===== src/rtl/dma_addr_count_regfile.sv =====
// dma_addr_count_regfile: per-channel base/current address and word-count
// registers for an 8237-style DMA controller. The CPU reaches the registers
// one byte at a time over the 8-bit internal bus, using a shared byte
// pointer. The DMA timing FSM steps the selected channel with next_word.
// Terminal-count flags are sticky.
// Optional feature: define DMA_REGFILE_AUTOINIT_EN to honour autoinit_enable.
// When it is set, an underflowing step reloads current address/count from base.
module dma_addr_count_regfile #(
  parameter int CHANNELS    = 4,
  parameter int ADDR_WIDTH  = 16,
  parameter int COUNT_WIDTH = 16
) (
  input  logic                  clock,
  input  logic                  reset,
  input  logic                  cpu_clock_negedge,
  input  logic [7:0]            data_in,
  output logic [7:0]            data_out,
  input  logic [CHANNELS-1:0]   write_address,
  input  logic [CHANNELS-1:0]   write_count,
  input  logic [CHANNELS-1:0]   read_address,
  input  logic [CHANNELS-1:0]   read_count,
  input  logic                  clear_byte_pointer,
  input  logic                  master_clear,
  input  logic [CHANNELS-1:0]   select,
  input  logic                  initialize,
  input  logic                  next_word,
  input  logic                  address_hold,
  input  logic                  address_decrement,
  input  logic [CHANNELS-1:0]   autoinit_enable,
  input  logic [CHANNELS-1:0]   tc_clear,
  output logic [ADDR_WIDTH-1:0] transfer_address,
  output logic                  underflow,
  output logic                  update_high_address,
  output logic [CHANNELS-1:0]   terminal_count
);

  localparam int ADDR_LANES  = ADDR_WIDTH / 8;
  localparam int COUNT_LANES = COUNT_WIDTH / 8;
  localparam int MAX_LANES   = (ADDR_LANES > COUNT_LANES) ? ADDR_LANES : COUNT_LANES;
  localparam int PTR_W       = (MAX_LANES > 1) ? $clog2(MAX_LANES) : 1;
  localparam int CH_W        = (CHANNELS > 1) ? $clog2(CHANNELS) : 1;

  logic [ADDR_WIDTH-1:0]  base_addr_q  [CHANNELS];
  logic [ADDR_WIDTH-1:0]  base_addr_d  [CHANNELS];
  logic [ADDR_WIDTH-1:0]  cur_addr_q   [CHANNELS];
  logic [ADDR_WIDTH-1:0]  cur_addr_d   [CHANNELS];
  logic [COUNT_WIDTH-1:0] base_count_q [CHANNELS];
  logic [COUNT_WIDTH-1:0] base_count_d [CHANNELS];
  logic [COUNT_WIDTH-1:0] cur_count_q  [CHANNELS];
  logic [COUNT_WIDTH-1:0] cur_count_d  [CHANNELS];

  logic [PTR_W-1:0]        ptr_q, ptr_d;
  logic [2*CHANNELS-1:0]   read_q, read_d;
  logic [ADDR_WIDTH-1:0]   transfer_address_q, transfer_address_d;
  logic [CHANNELS-1:0]     tc_q, tc_d;

  logic [CH_W-1:0]        sel_ch;
  logic [ADDR_WIDTH-1:0]  sel_addr, stepped_addr;
  logic [COUNT_WIDTH-1:0] sel_count;
  logic                   step_en, step_taken, sel_written, reload;
  logic                   rd_release, adv;
  logic [PTR_W-1:0]       last_lane;

  // Byte lane p of a register with the given number of lanes.
  // A lane outside the register reads as 0.
  function automatic logic [7:0] lane_get(input logic [31:0] v, input logic [PTR_W-1:0] p,
                                          input int lanes);
    logic [7:0] res;
    res = '0;
    for (int l = 0; l < 4; l++)
      if (l < lanes && p == PTR_W'(l)) res = v[l*8 +: 8];
    return res;
  endfunction

  // Replace byte lane p. A lane outside the register leaves it unchanged.
  function automatic logic [31:0] lane_put(input logic [31:0] v, input logic [PTR_W-1:0] p,
                                           input int lanes, input logic [7:0] d);
    logic [31:0] res;
    res = v;
    for (int l = 0; l < 4; l++)
      if (l < lanes && p == PTR_W'(l)) res[l*8 +: 8] = d;
    return res;
  endfunction

  // The lowest set select bit picks the transfer channel; no bit set picks channel 0.
  // NOTE: every combinational output gets a default before any condition, so no latch is inferred.
  always_comb begin
    sel_ch = '0;
    for (int i = CHANNELS - 1; i >= 0; i--)
      if (select[i]) sel_ch = CH_W'(i);
  end

  assign sel_addr    = cur_addr_q[sel_ch];
  assign sel_count   = cur_count_q[sel_ch];
  assign underflow   = next_word & (sel_count == '0);
  assign step_en     = next_word & cpu_clock_negedge;
  assign sel_written = write_address[sel_ch] | write_count[sel_ch];
  // A CPU write or an initialize on the selected channel cancels the whole step.
  // That includes the terminal-count set.
  assign step_taken  = step_en & ~initialize & ~sel_written;

`ifdef DMA_REGFILE_AUTOINIT_EN
  assign reload = autoinit_enable[sel_ch] & underflow;
`else
  logic autoinit_unused;
  assign autoinit_unused = ^autoinit_enable;
  assign reload          = 1'b0;
`endif

  // Address the selected channel would move to on a step.
  always_comb begin
    stepped_addr = sel_addr;
    if (!address_hold)
      stepped_addr = address_decrement ? sel_addr - 1'b1 : sel_addr + 1'b1;
  end

  generate
    if (ADDR_WIDTH > 8) begin : g_high
      assign update_high_address =
        next_word & (stepped_addr[ADDR_WIDTH-1:8] != transfer_address_q[ADDR_WIDTH-1:8]);
    end else begin : g_no_high
      assign update_high_address = 1'b0;
    end
  endgenerate

  // CPU read mux: address strobes outrank count strobes; lower channels win.
  always_comb begin
    logic found;
    data_out = '0;
    found    = 1'b0;
    for (int i = 0; i < CHANNELS; i++)
      if (!found && read_address[i]) begin
        data_out = lane_get(32'(cur_addr_q[i]), ptr_q, ADDR_LANES);
        found    = 1'b1;
      end
    for (int i = 0; i < CHANNELS; i++)
      if (!found && read_count[i]) begin
        data_out = lane_get(32'(cur_count_q[i]), ptr_q, COUNT_LANES);
        found    = 1'b1;
      end
  end

  // Byte pointer: it steps on each write cycle. It also steps when a read strobe
  // that was active on the previous cycle changes value. The read case wraps on
  // the lane count of the register that was just read.
  always_comb begin
    rd_release = (read_q != '0) && ({read_count, read_address} != read_q);
    adv        = (write_address != '0) || (write_count != '0) || rd_release;
    if (write_address != '0)           last_lane = PTR_W'(ADDR_LANES - 1);
    else if (write_count != '0)        last_lane = PTR_W'(COUNT_LANES - 1);
    else if (read_q[CHANNELS-1:0] != '0) last_lane = PTR_W'(ADDR_LANES - 1);
    else                               last_lane = PTR_W'(COUNT_LANES - 1);
    ptr_d  = ptr_q;
    read_d = {read_count, read_address};
    if (master_clear) begin
      ptr_d  = '0;
      read_d = '0;
    end else if (clear_byte_pointer) begin
      ptr_d = '0;
    end else if (adv) begin
      ptr_d = (ptr_q >= last_lane) ? '0 : ptr_q + 1'b1;
    end
  end

  // Per-channel register updates in priority order:
  // master_clear, then CPU write, then initialize, then step.
  always_comb begin
    tc_d               = tc_q & ~tc_clear;
    transfer_address_d = cpu_clock_negedge ? sel_addr : transfer_address_q;
    for (int c = 0; c < CHANNELS; c++) begin
      base_addr_d[c]  = base_addr_q[c];
      cur_addr_d[c]   = cur_addr_q[c];
      base_count_d[c] = base_count_q[c];
      cur_count_d[c]  = cur_count_q[c];
      if (write_address[c] || write_count[c]) begin
        if (write_address[c]) begin
          base_addr_d[c] = ADDR_WIDTH'(lane_put(32'(base_addr_q[c]), ptr_q, ADDR_LANES, data_in));
          cur_addr_d[c]  = ADDR_WIDTH'(lane_put(32'(cur_addr_q[c]), ptr_q, ADDR_LANES, data_in));
        end
        if (write_count[c]) begin
          base_count_d[c] = COUNT_WIDTH'(lane_put(32'(base_count_q[c]), ptr_q, COUNT_LANES, data_in));
          cur_count_d[c]  = COUNT_WIDTH'(lane_put(32'(cur_count_q[c]), ptr_q, COUNT_LANES, data_in));
        end
      end else if (CH_W'(c) == sel_ch && initialize) begin
        cur_addr_d[c]  = base_addr_q[c];
        cur_count_d[c] = base_count_q[c];
      end else if (CH_W'(c) == sel_ch && step_taken) begin
        if (reload) begin
          cur_addr_d[c]  = base_addr_q[c];
          cur_count_d[c] = base_count_q[c];
        end else begin
          cur_addr_d[c]  = stepped_addr;
          cur_count_d[c] = sel_count - 1'b1;
        end
      end
    end
    if (step_taken && underflow) tc_d[sel_ch] = 1'b1;
    if (master_clear) begin
      tc_d               = '0;
      transfer_address_d = '0;
      for (int c = 0; c < CHANNELS; c++) begin
        base_addr_d[c]  = '0;
        cur_addr_d[c]   = '0;
        base_count_d[c] = '0;
        cur_count_d[c]  = '0;
      end
    end
  end

  // State registers with asynchronous reset.
  // NOTE: sequential state is assigned only with non-blocking (<=) assignments.
  always_ff @(posedge clock or posedge reset) begin
    if (reset) begin
      // NOTE: the register arrays are cleared by reset on purpose: software
      // expects every base/current register to read 0 after reset.
      for (int c = 0; c < CHANNELS; c++) begin
        base_addr_q[c]  <= '0;
        cur_addr_q[c]   <= '0;
        base_count_q[c] <= '0;
        cur_count_q[c]  <= '0;
      end
      ptr_q              <= '0;
      read_q             <= '0;
      transfer_address_q <= '0;
      tc_q               <= '0;
    end else begin
      base_addr_q        <= base_addr_d;
      cur_addr_q         <= cur_addr_d;
      base_count_q       <= base_count_d;
      cur_count_q        <= cur_count_d;
      ptr_q              <= ptr_d;
      read_q             <= read_d;
      transfer_address_q <= transfer_address_d;
      tc_q               <= tc_d;
    end
  end

  assign transfer_address = transfer_address_q;
  assign terminal_count   = tc_q;

endmodule


===== config.mk =====
export PLATFORM = sky130hd
export DESIGN_NAME = dma_addr_count_regfile
export DESIGN_NICKNAME = d
export VERILOG_FILES = /design/src/rtl/dma_addr_count_regfile.sv
export SDC_FILE = /design/constraint.sdc
export NUM_CORES = 1
export LEC_CHECK = 0
export CORE_ASPECT_RATIO = 1.25
export CORE_MARGIN = 2
export CORE_UTILIZATION = 55
export CTS_CLUSTER_DIAMETER = 60
export DETAILED_ROUTE_END_ITERATION = 6
export GPL_TIMING_DRIVEN = 0
export PLACE_DENSITY_LB_ADDON = 0.2
export REMOVE_ABC_BUFFERS = 1
export SYNTH_ARGS = -nofsm -noshare
export SYNTH_HDL_FRONTEND = slang
export SYNTH_SLANG_ARGS = --single-unit

===== constraint.sdc =====
create_clock -name clock -period 26.2 [get_ports clock]
set_input_delay 2.62 -clock clock [delete_from_list [all_inputs] [get_ports clock]]
set_output_delay 2.62 -clock clock [all_outputs]
set_load 0.005 [all_outputs]

==> results of run 1 <==
-- power groups by stage --
stage | sequential (W) | clock, W | combinational (W)
6_report | 0.000525 | 0.000432 | 0.000310
5_1_grt | 0.000528 | 0.000450 | 0.000334
4_1_cts | 0.000523 | 0.000433 | 0.000303
3_5_place_dp | 0.000531 | 0 | 0.000300
3_3_place_gp | 0.000532 | 0 | 0.000292
2_1_floorplan | 0.000515 | 0 | 0.000192
-- critical path: stages --
cell             delay, ns
clkdlybuf4s50_1       1.25
nor2b_1               0.46
o21ai_2               0.86
mux2i_1               0.17
a21oi_1               0.52
ha_1                  0.40
a211oi_1              0.38
o211ai_1              0.18
a311oi_1              0.48
nor2_1                0.10
xor2_1                0.15
mux2i_1               0.89
o22ai_1               0.19
a211oi_1              0.26
o2111ai_1             0.16
o41a_1                0.45
clkdlybuf4s50_1       0.45
-- cells by family after synthesis --
group                      synth area share [%]
buffers and inverters                      4.05
DFF                                        43.0
muxes                                      8.23
adders and majority gates                  1.40
xor gates and xnor gates                   2.01
and+or+nand+nor                            16.4
AOI/OAI and AO/OA                          24.9
-- flip-flops by register name, indices dropped and copies added (netlist names) --
register and cells:
base_addr_q 64, base_count_q 64, cur_addr_q 64, cur_count_q 64, ptr_q 1, read_q 8, terminal_count 4, transfer_address 16
-- cells in the mapped netlist, types with 16 or more instances --
cell type / number / area share (%)
a31oi_1: 20 / 0.75
buf_1: 16 / 0.36
xnor2_1: 26 / 1.4
clkbuf_1: 120 / 2.7
a21oi_1: 156 / 4.7
nand2_1: 337 / 7.6
ha_1: 17 / 1.3
nor2b_1: 20 / 0.75
dfrtp_1: 285 / 43
a211oi_1: 38 / 1.7
nor2_1: 177 / 4.0
inv_1: 19 / 0.43
a22o_1: 36 / 1.9
o22ai_1: 25 / 0.94
o21ai_1: 16 / 0.48
a21o_1: 27 / 1.2
o21ai_0: 255 / 7.7
o31ai_1: 23 / 1.0
nor3_1: 18 / 0.54
mux2i_1: 115 / 6.9
mux2_2: 19 / 1.3
-- cell type report --
type / instances / area [um^2] / share of cell area, %
Multi-Input combinational cell: 1505 / 8810 / 48.0
Sequential cell: 285 / 7140 / 38.9
Clock buffer: 41 / 841 / 4.59
Timing Repair Buffer: 77 / 826 / 4.50
Tap cell: 401 / 502 / 2.74
Clock inverter: 11 / 136 / 0.744
Inverter: 21 / 86.3 / 0.471
Antenna cell: 1 / 2.50 / 0.0136
-- through the flow --
stage / utilization, % / hold slack (ns) / cell area, um^2
finish: 61.3 / 0.480 / 18300
global route: 61.2 / 0.494 / 18300
CTS: 61.2 / 0.474 / 18300
detailed placement: 58.0 / 0.461 / 17400
global placement: 57.4 / 0.453 / 17200
floorplan: - / 0.443 / 16000
-- metal layers --
metal / GRT usage (%) / vias up
met2: 61.8 / 806
met5: 0 / -
li1: - / 6895
met4: 30.0 / 2
met1: 44.6 / 7392
met3: 4.94 / 278
-- worst min path at each step --
stage                     start               end  slack, ns  cells after the start
2_1_floorplan   base_addr_q[14]   base_addr_q[14]       0.44                      2
3_3_place_gp    base_addr_q[63]   base_addr_q[63]       0.45                      1
3_5_place_dp    base_addr_q[63]   base_addr_q[63]       0.46                      1
4_1_cts         base_addr_q[63]   base_addr_q[63]       0.47                      1
5_1_grt        base_count_q[48]  base_count_q[48]       0.49                      2
6_report        base_addr_q[31]   base_addr_q[31]       0.48                      2
==> run metrics, run 1 <==
CTS tree yes; GPL Wtd Cong 0.947; H-tree depth 1; PD cells 69.1 nW/um^2; Gate power share 24.5%; sequential fraction of design power 41.4%; pre-CTS setup slack 13.80 ns; clock network power share 34.1%; crit path capture type primary output; EDFF count, synth 0; initial core utilization 55.4%; leakage 8.05 nW; Main synth FF type dfrtp_1; core area 29900 um^2; Die H 198 um; fin crit period 12.61 ns; met2 wire length 27.5 mm; layout cells sized above 1 5.52%; worst path arrival time 9.99 ns; Max VDD drop 50.2 uV; Die W 159 um; root buffer cell clkbuf_16; met3 wire length 4.28 mm; max_slew headroom 10.3%; DRC 0; Skew-Pair Late Insertion Delay 0.58 ns; final setup fails 0; antenna violations before repair 2; worst r2r src cur_addr_q[48]; Ys Warns 0; Global Route Usage Sum 37.6%; CTS Buf Count 29; worst setup path startpoint select[2]; sw frac 33.4%; Mean Syn Cell Area 8.46 um^2; M1 wire length 21.8 mm; clk sink count 285; most common cell after layout, fill and taps aside nand2_1; fin nets 1982; r2r setup slk 21.46 ns; synthesized cell area 16600 um^2; Top Ports 75; I/O Buffers 70; Highest Signal Layer met5; outcome finished clean; Reg2Reg Depth 14; placed instance count 2289; vias in the first global route 14937; hpwl dp 41.2 mm; critical path startpoint category primary input; commonest non-fill, non-tap cells in the layout nand2_1 (334), dfrtp_1 (284), o21ai_0 (252); final hold violations 0; Final Max Slew Viols 0; DR iter-0 viols 1496; sequential-to-total area share from yosys stat 43.0%; critical setup path kind in -> out; Cells after Synth 1960; post-route ant nets 0; max-cap viol count 0; Vias 15373; first-pass GRT wire length 89.2 mm; Worst-path clk slew 0.06 ns; Hold Path Class reg -> reg; f_max 79.3 MHz; Slew @ Worst Pin 1.33 ns; Internal Power 0.000844 W; Design Power 0.00127 W; filler cell count in the final layout 2693; post-synth cell types 71; Clock Skew 0.0231 ns; Die Area 31600 um^2; Area Growth Syn to Fin 10.6%; pin count of the biggest net entering global routing 116; CTS Buffer Depth 3; Tcrit/Tclk final 48.1%; cts hold-fix bufs 0; cell row count 71; DR pass1 iterations 6; r2r endpoint cur_addr_q[12]; register bit total from synthesis 285; post-CTS sizing 0; async set-or-reset flop fraction in the synthesized netlist 100%; drt total wl 59.5 mm; worst-path maximum fanout 35; RSZ-0062 raised after global routing false; final global-route overflow total 0; Final Worst Setup Slack 13.59 ns; Critical Path RT 23.58 ns; DR vias/cell 6.56; Psw 0.000423 W; TNS Setup 0 ns; DR WL/cell 25.4 um; post-CTS setup buffer count 0; final non-filler cell total 2342; crit path to update_high_address
Note: power is estimated with default switching activity, not from simulation.
==> run 2: changes to the inputs <==
==> constraint.sdc (replaced) <==
create_clock -name clock -period 10.4 [get_ports clock]
set_input_delay 1.04 -clock clock [delete_from_list [all_inputs] [get_ports clock]]
set_output_delay 1.04 -clock clock [all_outputs]
set_load 0.005 [all_outputs]
==> results of run 2 <==
Same layout as run 1 (identical final DEF). Status: finished clean.
Among the figures that moved: setup slack after placement 13.80 ns -> 1.16 ns; setup slack after layout 13.59 ns -> 0.949 ns; register-to-register setup slack 21.46 ns -> 5.66 ns; total power 0.00127 W -> 0.00319 W; worst IR drop on VDD 50.2 uV -> 126 uV
